File: src/rtl/mult_result_buffer_pkg.sv
// ============================================================================
// Module      : mult_result_buffer_pkg
// Description : Shared types and constants for the multiplier result buffer.
// Revision    : 1.0 - initial release
// ============================================================================
`default_nettype none

package mult_result_buffer_pkg;

  localparam logic [5:0] ZERO_REG    = 6'd31;
  localparam int         BMASK_W     = 4;
  localparam int         BR_MARKER_W = 3;
  localparam int         MULT_LAT    = 4;

  typedef struct packed {
    logic                   rec_en;
    logic [BR_MARKER_W-1:0] marker;
    logic                   mispre;
  } br_res_t;

  typedef struct packed {
    logic               live;
    logic [BMASK_W-1:0] bmask;
    logic [63:0]        product;
    logic [5:0]         dest;
    logic [63:0]        npc;
  } entry_t;

endpackage

`default_nettype wire

File: src/rtl/mult_result_buffer_if.sv
// ============================================================================
// Module      : mult_result_buffer_if
// Description : Issue-credit, multiplier-result, branch and CDB signal bundle.
// Revision    : 1.0 - initial release
// ============================================================================
`default_nettype none

interface mult_result_buffer_if;
  import mult_result_buffer_pkg::*;

  logic                   issue_fire;
  logic                   mult_issue_ok;
  logic                   mult_valid_in;
  logic [63:0]            mult_product_in;
  logic [5:0]             mult_dest_reg_in;
  logic [63:0]            mult_NPC_in;
  logic [BMASK_W-1:0]     mult_bmask_in;
  logic                   br_rec_en_1;
  logic                   br_rec_en_2;
  logic [BR_MARKER_W-1:0] br_marker_1;
  logic [BR_MARKER_W-1:0] br_marker_2;
  logic                   br_mispre_1;
  logic                   br_mispre_2;
  logic                   cdb_req;
  logic                   cdb_grant;
  logic [63:0]            cdb_value;
  logic [5:0]             cdb_dest_reg;
  logic [63:0]            cdb_NPC;
  logic [BMASK_W-1:0]     cdb_bmask;

  modport master (
    output issue_fire, mult_valid_in, mult_product_in, mult_dest_reg_in,
           mult_NPC_in, mult_bmask_in, br_rec_en_1, br_rec_en_2,
           br_marker_1, br_marker_2, br_mispre_1, br_mispre_2, cdb_grant,
    input  mult_issue_ok, cdb_req, cdb_value, cdb_dest_reg, cdb_NPC, cdb_bmask
  );

  modport slave (
    input  issue_fire, mult_valid_in, mult_product_in, mult_dest_reg_in,
           mult_NPC_in, mult_bmask_in, br_rec_en_1, br_rec_en_2,
           br_marker_1, br_marker_2, br_mispre_1, br_mispre_2, cdb_grant,
    output mult_issue_ok, cdb_req, cdb_value, cdb_dest_reg, cdb_NPC, cdb_bmask
  );

endinterface

`default_nettype wire

File: src/rtl/mult_result_buffer_br_mask_update.sv
// ============================================================================
// Module      : br_mask_update
// Description : Branch recovery on one bmask: squash hit and resolved-bit clear.
// Revision    : 1.0 - initial release
// ============================================================================
`default_nettype none

module br_mask_update
  import mult_result_buffer_pkg::*;
(
  input  wire logic [BMASK_W-1:0] i_bmask,
  input  wire br_res_t            i_br1,
  input  wire br_res_t            i_br2,
  output logic                    o_hit,
  output logic [BMASK_W-1:0]      o_cleared
);

  // Markers at or above BMASK_W match no bit and so neither hit nor clear.
  always_comb begin
    o_hit     = 1'b0;
    o_cleared = i_bmask;
    for (int b = 0; b < BMASK_W; b++) begin
      if (i_br1.rec_en && (i_br1.marker == BR_MARKER_W'(b))) begin
        o_hit        = o_hit | (i_br1.mispre & i_bmask[b]);
        o_cleared[b] = 1'b0;
      end
      if (i_br2.rec_en && (i_br2.marker == BR_MARKER_W'(b))) begin
        o_hit        = o_hit | (i_br2.mispre & i_bmask[b]);
        o_cleared[b] = 1'b0;
      end
    end
  end

endmodule

`default_nettype wire

File: src/rtl/mult_result_buffer.sv
// ============================================================================
// Module      : mult_result_buffer
// Description : FIFO of multiplier results awaiting CDB, with branch recovery
//               and issue-credit flow control.
// Revision    : 1.0 - initial release
// ============================================================================
`default_nettype none

module mult_result_buffer #(
  parameter int unsigned DEPTH    = 8,
  parameter int unsigned MULT_LAT = 4
) (
  input wire logic             clock,
  input wire logic             reset,
  mult_result_buffer_if.slave  bus
);
  import mult_result_buffer_pkg::*;

  localparam int unsigned AW = $clog2(DEPTH);
  localparam logic [AW:0]   c_cnt_one = (AW+1)'(1);
  localparam logic [AW-1:0] c_ptr_one = AW'(1);

  entry_t                r_mem [DEPTH];
  logic [AW-1:0]         r_head;
  logic [AW-1:0]         r_tail;
  logic [AW:0]           r_count;
  logic [MULT_LAT-1:0]   r_inflight;

  br_res_t               w_br1;
  br_res_t               w_br2;
  logic                  w_arr_hit;
  logic [BMASK_W-1:0]    w_arr_clr;
  logic [DEPTH-1:0]      w_ent_hit;
  logic [BMASK_W-1:0]    w_ent_clr [DEPTH];
  logic                  w_nonempty;
  logic                  w_head_live;
  logic                  w_head_hit;
  logic                  w_req;
  logic                  w_push;
  logic                  w_pop;
  logic                  w_issue;

  assign w_br1 = '{rec_en: bus.br_rec_en_1, marker: bus.br_marker_1, mispre: bus.br_mispre_1};
  assign w_br2 = '{rec_en: bus.br_rec_en_2, marker: bus.br_marker_2, mispre: bus.br_mispre_2};

  br_mask_update u_arr_upd (
    .i_bmask   (bus.mult_bmask_in),
    .i_br1     (w_br1),
    .i_br2     (w_br2),
    .o_hit     (w_arr_hit),
    .o_cleared (w_arr_clr)
  );

  for (genvar gi = 0; gi < DEPTH; gi++) begin : g_entry
    br_mask_update u_ent_upd (
      .i_bmask   (r_mem[gi].bmask),
      .i_br1     (w_br1),
      .i_br2     (w_br2),
      .o_hit     (w_ent_hit[gi]),
      .o_cleared (w_ent_clr[gi])
    );
  end

  // Credit counts queued entries plus results still inside the multiplier.
  assign bus.mult_issue_ok = (32'(r_count) + 32'($countones(r_inflight))) < DEPTH;
  assign w_issue           = bus.issue_fire & bus.mult_issue_ok;

  // Only results aligned with a tracked issue are accepted.
  assign w_push      = bus.mult_valid_in & r_inflight[MULT_LAT-1] & ~w_arr_hit;
  assign w_nonempty  = (r_count != '0);
  assign w_head_live = r_mem[r_head].live;
  assign w_head_hit  = w_ent_hit[r_head];
  assign w_req       = w_nonempty & w_head_live & ~w_head_hit;
  assign w_pop       = (w_req & bus.cdb_grant) | (w_nonempty & (~w_head_live | w_head_hit));

  always_comb begin
    bus.cdb_req      = w_req;
    bus.cdb_value    = '0;
    bus.cdb_dest_reg = ZERO_REG;
    bus.cdb_NPC      = '0;
    bus.cdb_bmask    = '0;
    if (w_req) begin
      bus.cdb_value    = r_mem[r_head].product;
      bus.cdb_dest_reg = r_mem[r_head].dest;
      bus.cdb_NPC      = r_mem[r_head].npc;
      bus.cdb_bmask    = w_ent_clr[r_head];
    end
  end

  always_ff @(posedge clock or posedge reset) begin
    if (reset) begin
      r_head     <= '0;
      r_tail     <= '0;
      r_count    <= '0;
      r_inflight <= '0;
      for (int i = 0; i < DEPTH; i++) begin
        r_mem[i] <= '0;
      end
    end else begin
      r_inflight <= {r_inflight[MULT_LAT-2:0], w_issue};
      for (int i = 0; i < DEPTH; i++) begin
        r_mem[i].bmask <= w_ent_clr[i];
        if (w_ent_hit[i]) begin
          r_mem[i].live <= 1'b0;
        end
      end
      if (w_pop) begin
        r_mem[r_head].live <= 1'b0;
        r_head             <= r_head + c_ptr_one;
      end
      // A write to the slot being popped (full buffer) takes precedence.
      if (w_push) begin
        r_mem[r_tail] <= '{live: 1'b1, bmask: w_arr_clr, product: bus.mult_product_in,
                           dest: bus.mult_dest_reg_in, npc: bus.mult_NPC_in};
        r_tail        <= r_tail + c_ptr_one;
      end
      if (w_push && !w_pop) begin
        r_count <= r_count + c_cnt_one;
      end else if (!w_push && w_pop) begin
        r_count <= r_count - c_cnt_one;
      end
    end
  end

endmodule

`default_nettype wire

File: src/flat_wrapper.sv
// flat-port wrapper written by rule: the top's interface ports become plain ports
module mult_result_buffer_flat import mult_result_buffer_pkg::*;
#(
  parameter int unsigned DEPTH    = 8,
  parameter int unsigned MULT_LAT = 4
)
  (clock, reset, bus_issue_fire, bus_mult_valid_in, bus_mult_product_in, bus_mult_dest_reg_in, bus_mult_NPC_in, bus_mult_bmask_in, bus_br_rec_en_1, bus_br_rec_en_2, bus_br_marker_1, bus_br_marker_2, bus_br_mispre_1, bus_br_mispre_2, bus_cdb_grant, bus_mult_issue_ok, bus_cdb_req, bus_cdb_value, bus_cdb_dest_reg, bus_cdb_NPC, bus_cdb_bmask);
  mult_result_buffer_if bus_i ();
  input wire logic clock;
  input wire logic reset;
  input wire logic [$bits(bus_i.issue_fire)-1:0] bus_issue_fire;
  input wire logic [$bits(bus_i.mult_valid_in)-1:0] bus_mult_valid_in;
  input wire logic [$bits(bus_i.mult_product_in)-1:0] bus_mult_product_in;
  input wire logic [$bits(bus_i.mult_dest_reg_in)-1:0] bus_mult_dest_reg_in;
  input wire logic [$bits(bus_i.mult_NPC_in)-1:0] bus_mult_NPC_in;
  input wire logic [$bits(bus_i.mult_bmask_in)-1:0] bus_mult_bmask_in;
  input wire logic [$bits(bus_i.br_rec_en_1)-1:0] bus_br_rec_en_1;
  input wire logic [$bits(bus_i.br_rec_en_2)-1:0] bus_br_rec_en_2;
  input wire logic [$bits(bus_i.br_marker_1)-1:0] bus_br_marker_1;
  input wire logic [$bits(bus_i.br_marker_2)-1:0] bus_br_marker_2;
  input wire logic [$bits(bus_i.br_mispre_1)-1:0] bus_br_mispre_1;
  input wire logic [$bits(bus_i.br_mispre_2)-1:0] bus_br_mispre_2;
  input wire logic [$bits(bus_i.cdb_grant)-1:0] bus_cdb_grant;
  output wire logic [$bits(bus_i.mult_issue_ok)-1:0] bus_mult_issue_ok;
  output wire logic [$bits(bus_i.cdb_req)-1:0] bus_cdb_req;
  output wire logic [$bits(bus_i.cdb_value)-1:0] bus_cdb_value;
  output wire logic [$bits(bus_i.cdb_dest_reg)-1:0] bus_cdb_dest_reg;
  output wire logic [$bits(bus_i.cdb_NPC)-1:0] bus_cdb_NPC;
  output wire logic [$bits(bus_i.cdb_bmask)-1:0] bus_cdb_bmask;
  assign bus_i.issue_fire = bus_issue_fire;
  assign bus_i.mult_valid_in = bus_mult_valid_in;
  assign bus_i.mult_product_in = bus_mult_product_in;
  assign bus_i.mult_dest_reg_in = bus_mult_dest_reg_in;
  assign bus_i.mult_NPC_in = bus_mult_NPC_in;
  assign bus_i.mult_bmask_in = bus_mult_bmask_in;
  assign bus_i.br_rec_en_1 = bus_br_rec_en_1;
  assign bus_i.br_rec_en_2 = bus_br_rec_en_2;
  assign bus_i.br_marker_1 = bus_br_marker_1;
  assign bus_i.br_marker_2 = bus_br_marker_2;
  assign bus_i.br_mispre_1 = bus_br_mispre_1;
  assign bus_i.br_mispre_2 = bus_br_mispre_2;
  assign bus_i.cdb_grant = bus_cdb_grant;
  assign bus_mult_issue_ok = bus_i.mult_issue_ok;
  assign bus_cdb_req = bus_i.cdb_req;
  assign bus_cdb_value = bus_i.cdb_value;
  assign bus_cdb_dest_reg = bus_i.cdb_dest_reg;
  assign bus_cdb_NPC = bus_i.cdb_NPC;
  assign bus_cdb_bmask = bus_i.cdb_bmask;
  mult_result_buffer #(.DEPTH(DEPTH), .MULT_LAT(MULT_LAT)) u_core (.clock(clock), .reset(reset), .bus(bus_i));
endmodule
File: config.mk
export PLATFORM = sky130hd
export DESIGN_NAME = mult_result_buffer_flat
export DESIGN_NICKNAME = d
export VERILOG_FILES = /design/src/rtl/mult_result_buffer_pkg.sv /design/src/rtl/mult_result_buffer_if.sv /design/src/rtl/mult_result_buffer_br_mask_update.sv /design/src/rtl/mult_result_buffer.sv /design/src/flat_wrapper.sv
export SDC_FILE = /design/constraint.sdc
export NUM_CORES = 2
export LEC_CHECK = 0
export CORE_MARGIN = 2
export CORE_UTILIZATION = 50
export DETAILED_ROUTE_END_ITERATION = 8
export GPL_ROUTABILITY_DRIVEN = 1
export PLACE_DENSITY_LB_ADDON = 0.15
export SYNTH_ARGS = -nofsm -noshare
export SYNTH_HDL_FRONTEND = slang
export SYNTH_SLANG_ARGS = --single-unit
File: constraint.sdc
create_clock -name clock -period 123.4 [get_ports clock]
set_input_delay 24.68 -clock clock [delete_from_list [all_inputs] [get_ports clock]]
set_output_delay 24.68 -clock clock [all_outputs]
set_load 0.02 [all_outputs]
==> impl_metrics.json <==
{
  "status": "finished clean",
  "synth_cells": 3902,
  "grt_max_degree": 117,
  "hold_viol": 0,
  "nFillCells": 7924,
  "num_io_pins": 293,
  "setup_tns_ps": 0,
  "vias": 33600,
  "peakVddDrop_mv": 0.0151,
  "synth_edf_count": 0,
  "clkTransAtPathRegs_ps": 60,
  "postPlaceCellArea_um2": 53000,
  "cts-root-buf": "clkbuf_16",
  "dp.final_hpwl_mm": 79.8,
  "fmax_mhz": 18.4,
  "nets": 4248,
  "dp_slack_ps": 68930,
  "async_flop_share_pct": 100,
  "cts_resized": 0,
  "slowest_stage": "clkdlybuf4s50_1",
  "hold_path.class": "reg -> reg",
  "setup_violations": 0,
  "clock-skew-final_ps": 20.1,
  "finalWorstSetupSlack_ps": 68980,
  "ys_ff_latch": 1126,
  "cts_buffer_depth": 3,
  "ys_warn_count": 0,
  "end_kind": "output port",
  "power_density_nw_per_um2": 27.2,
  "clk_latency_ps": 690,
  "crit_buf_inv": 3,
  "p_int_mw": 0.996,
  "r2r-end": "u_core.r_count[3]$_DFFE_PP0P_",
  "slew_headroom_pct": 15.7,
  "cts_hold_buffers": 0,
  "period_needed_ps": 54430,
  "chipWidth_um": 317,
  "grt_pass1_vias": 33700,
  "design_area_um2": 57100,
  "p_clk_share_pct": 23.7,
  "crit_type": "in -> out",
  "viasPerCell": 6.16,
  "fp.dieArea_um2": 101000,
  "drtIter0Drc": 2537,
  "synth_ff_type": "dfrtp_1",
  "cts_tree": "yes",
  "grtUsageTotal_pct": 28.2,
  "critical_path_required_ps": 98720,
  "synth_cell_type_count": 60,
  "reg2reg_slack_ps": 118440,
  "cp_top_family": "buffers and inverters",
  "coreArea_um2": 97000,
  "worst_pin_slew_ps": 1260,
  "drv_cap": 0,
  "post_drt_wl_per_cell_um": 26.0,
  "cp-start-kind": "input pin",
  "power.leakage_nw": 27.6,
  "cts-htree-levels": 3,
  "cp.depth": 9,
  "die_h_um": 317,
  "critPathCapture": "bus_cdb_bmask[3]",
  "drive_gt1_share_pct": 30.9,
  "ant_nets": 0,
  "netlist_area_um2": 49100,
  "wirelength_mm": 142,
  "globalRouteOverflowTotal": 0,
  "start_util_pct": 50.6,
  "antenna_found_initial": 14,
  "grt_pass1_wl_mm": 215,
  "switching_share_pct": 35.9,
  "startpoint": "bus_br_marker_2[0]",
  "path_common_cell": "clkdlybuf4s50_1",
  "layout-area-overhead-vs-synth_pct": 16.3,
  "syn_area_per_cell_um2": 12.6,
  "p_sw_mw": 0.558,
  "std_cell_rows": 114,
  "timing.hold.ws_ps": 385,
  "post_cts_buffers": 0,
  "numCtsBuffers": 117,
  "synth_fp_nets": 4066,
  "cts.sinks": 1126,
  "reg2reg_depth": 14,
  "p_comb_share_pct": 38.6,
  "crit_fanout": 73,
  "finish.utilization_pct": 58.9,
  "reg2reg_from": "u_core.r_head[2]$_DFFE_PP0N_",
  "ys_seq_area_share_pct": 57.4,
  "rsz0062_at_grt": "false",
  "period_share_pct": 44.1,
  "drc": 0,
  "crit_arrival_ps": 29740,
  "dr.pass1.iters": 5,
  "io_buffers": 292,
  "drv_slew": 0,
  "routabilityCongestion": 0.846,
  "path_cells": "clkdlybuf4s50_1 -> o22ai_4 -> a2111o_1 -> a22o_1 -> nor4_4 -> nand3_4 -> buf_4 -> nor4_1 -> clkdlybuf4s50_1",
  "p_seq_share_pct": 37.7,
  "max_stage_delay_ps": 810
}
state kept, by name (all words and copies together) (netlist names):
signal / cells
u_core.r_head: 3
u_core.r_tail: 3
u_core.r_count: 4
u_core.r_inflight: 4
u_core.r_mem: 1112
through the flow:
step                      power [mW]  std cells
after global routing            1.63       5463
after CTS                       1.56       5458
after global placement          1.18       5241
final                           1.55       5464
after detailed placement        1.19       5241
after floorplan                0.957       3902
area by class of cell:
class                   instances  area [um2]  area share, %
flip-flops and latches       1126       28200           49.4
multi-input cells            2456       19700           34.5
clock buffers                 169        3520           6.16
repair buffers                355        3420           5.99
well taps                    1276        1600           2.80
clock inverters                48         534          0.936
inverters                      28         113          0.197
diodes                          6        15.0         0.0263
cells in the mapped netlist, types with 3 or more instances:
cell type     n  area [um2]
dfrtp_1    1126       28200
mux2_2      972       10900
o22ai_1     463        2900
nand2_1     442        1660
nor2_1      167         627
clkbuf_1    147         552
buf_2       104         521
or4_1        96         721
mux2i_1      65         651
buf_1        40         150
a21oi_1      36         180
inv_1        25        93.8
a22oi_1      17         128
nand3_1      14        70.1
a211oi_2     13         163
a22o_1       12         105
o221ai_1     12         105
nor3_1       11        55.1
o21ai_0      11        55.1
ha_1          9         113
nor4_2        8         100
a2111oi_2     7         105
a311oi_1      7        61.3
a32o_1        7        70.1
nand4b_1      7        61.3
o22a_1        7        61.3
xnor2_1       7        61.3
o32ai_1       6        52.6
nor4_1        5        31.3
mux2_1        4        45.0
nand2b_1      4        25.0
a2111o_1      3        33.8
a221oi_1      3        26.3
a31oi_1       3        18.8
and2_1        3        18.8
nor2b_1       3        18.8
o31ai_1       3        22.5
layer usage:
metal | vias up | GRT usage (%) | part of all wire, %
met4 | 18 | 8.47 | 2.5
met1 | 17700 | 40.6 | 45
met2 | 1027 | 44.0 | 46
met5 | - | 0 | 0.084
met3 | 209 | 4.77 | 6.2
li1 | 14700 | - | -
worst register-to-register path, cell delays in order (launching register included):
cell     delay, ps
dfrtp_4        930
inv_1          640
nand2_4        730
a31oi_1        200
nor4_4         600
a31oi_1        310
inv_1          170
ha_1           190
inv_1           90
ha_1           270
a21o_1         170
a21oi_1        160
xnor2_1        140
nor2_1          70
xor2_1         150
power groups by stage:
stage | combinational (mW) | clock, mW | sequential [mW]
after floorplan | 0.390 | 0 | 0.567
after global placement | 0.594 | 0 | 0.584
after detailed placement | 0.600 | 0 | 0.589
after CTS | 0.602 | 0.373 | 0.583
after global routing | 0.642 | 0.389 | 0.601
final | 0.600 | 0.368 | 0.586
cells in the final DEF, fill, tap and decap left out, drive strengths merged, types with 8 or more instances in the layout:
cell type,Yosys,final
or4,96,96
nand4b,8,8
mux2,976,976
nor2,167,167
nand3,15,15
mux2i,65,65
nor4,14,14
buf,145,63
nand2,442,442
a22oi,17,17
o221ai,12,12
dfrtp,1126,1126
a22o,12,12
a211oi,15,15
nor3,13,13
inv,27,29
clkdlybuf4s50,0,292
ha,9,9
o21ai,11,11
bufinv,0,11
clkinv,1,34
o22ai,464,464
clkbuf,147,169
a21oi,36,36
kinds of logic (layout without fill, tap and decap cells):
family                     Yosys count  in the layout  share of synthesized area [%]
AOI/OAI and AO/OA                  618            618                           8.48
xor gates and xnor gates             8              8                          0.143
adders and majority gates           11             11                          0.311
buffers and inverters              320            600                           2.73
DFF                               1126           1126                           57.4
muxes                             1041           1041                           23.7
other                                0              6                              0
and+or+nand+nor                    778            778                           7.25
worst min-delay path by stage:
stage	start	endpoint	slack [ps]	cells past startpoint
6_report	u_core.r_inflight[1]$_DFF_PP0_	u_core.r_inflight[2]$_DFF_PP0_	390	0
5_1_grt	u_core.r_inflight[1]$_DFF_PP0_	u_core.r_inflight[2]$_DFF_PP0_	400	0
4_1_cts	u_core.r_inflight[1]$_DFF_PP0_	u_core.r_inflight[2]$_DFF_PP0_	390	0
3_5_place_dp	u_core.r_inflight[1]$_DFF_PP0_	u_core.r_inflight[2]$_DFF_PP0_	370	0
3_3_place_gp	u_core.r_inflight[1]$_DFF_PP0_	u_core.r_inflight[2]$_DFF_PP0_	370	0
2_1_floorplan	u_core.r_inflight[1]$_DFF_PP0_	u_core.r_inflight[2]$_DFF_PP0_	360	0
Power figures use the tool's default switching activity.
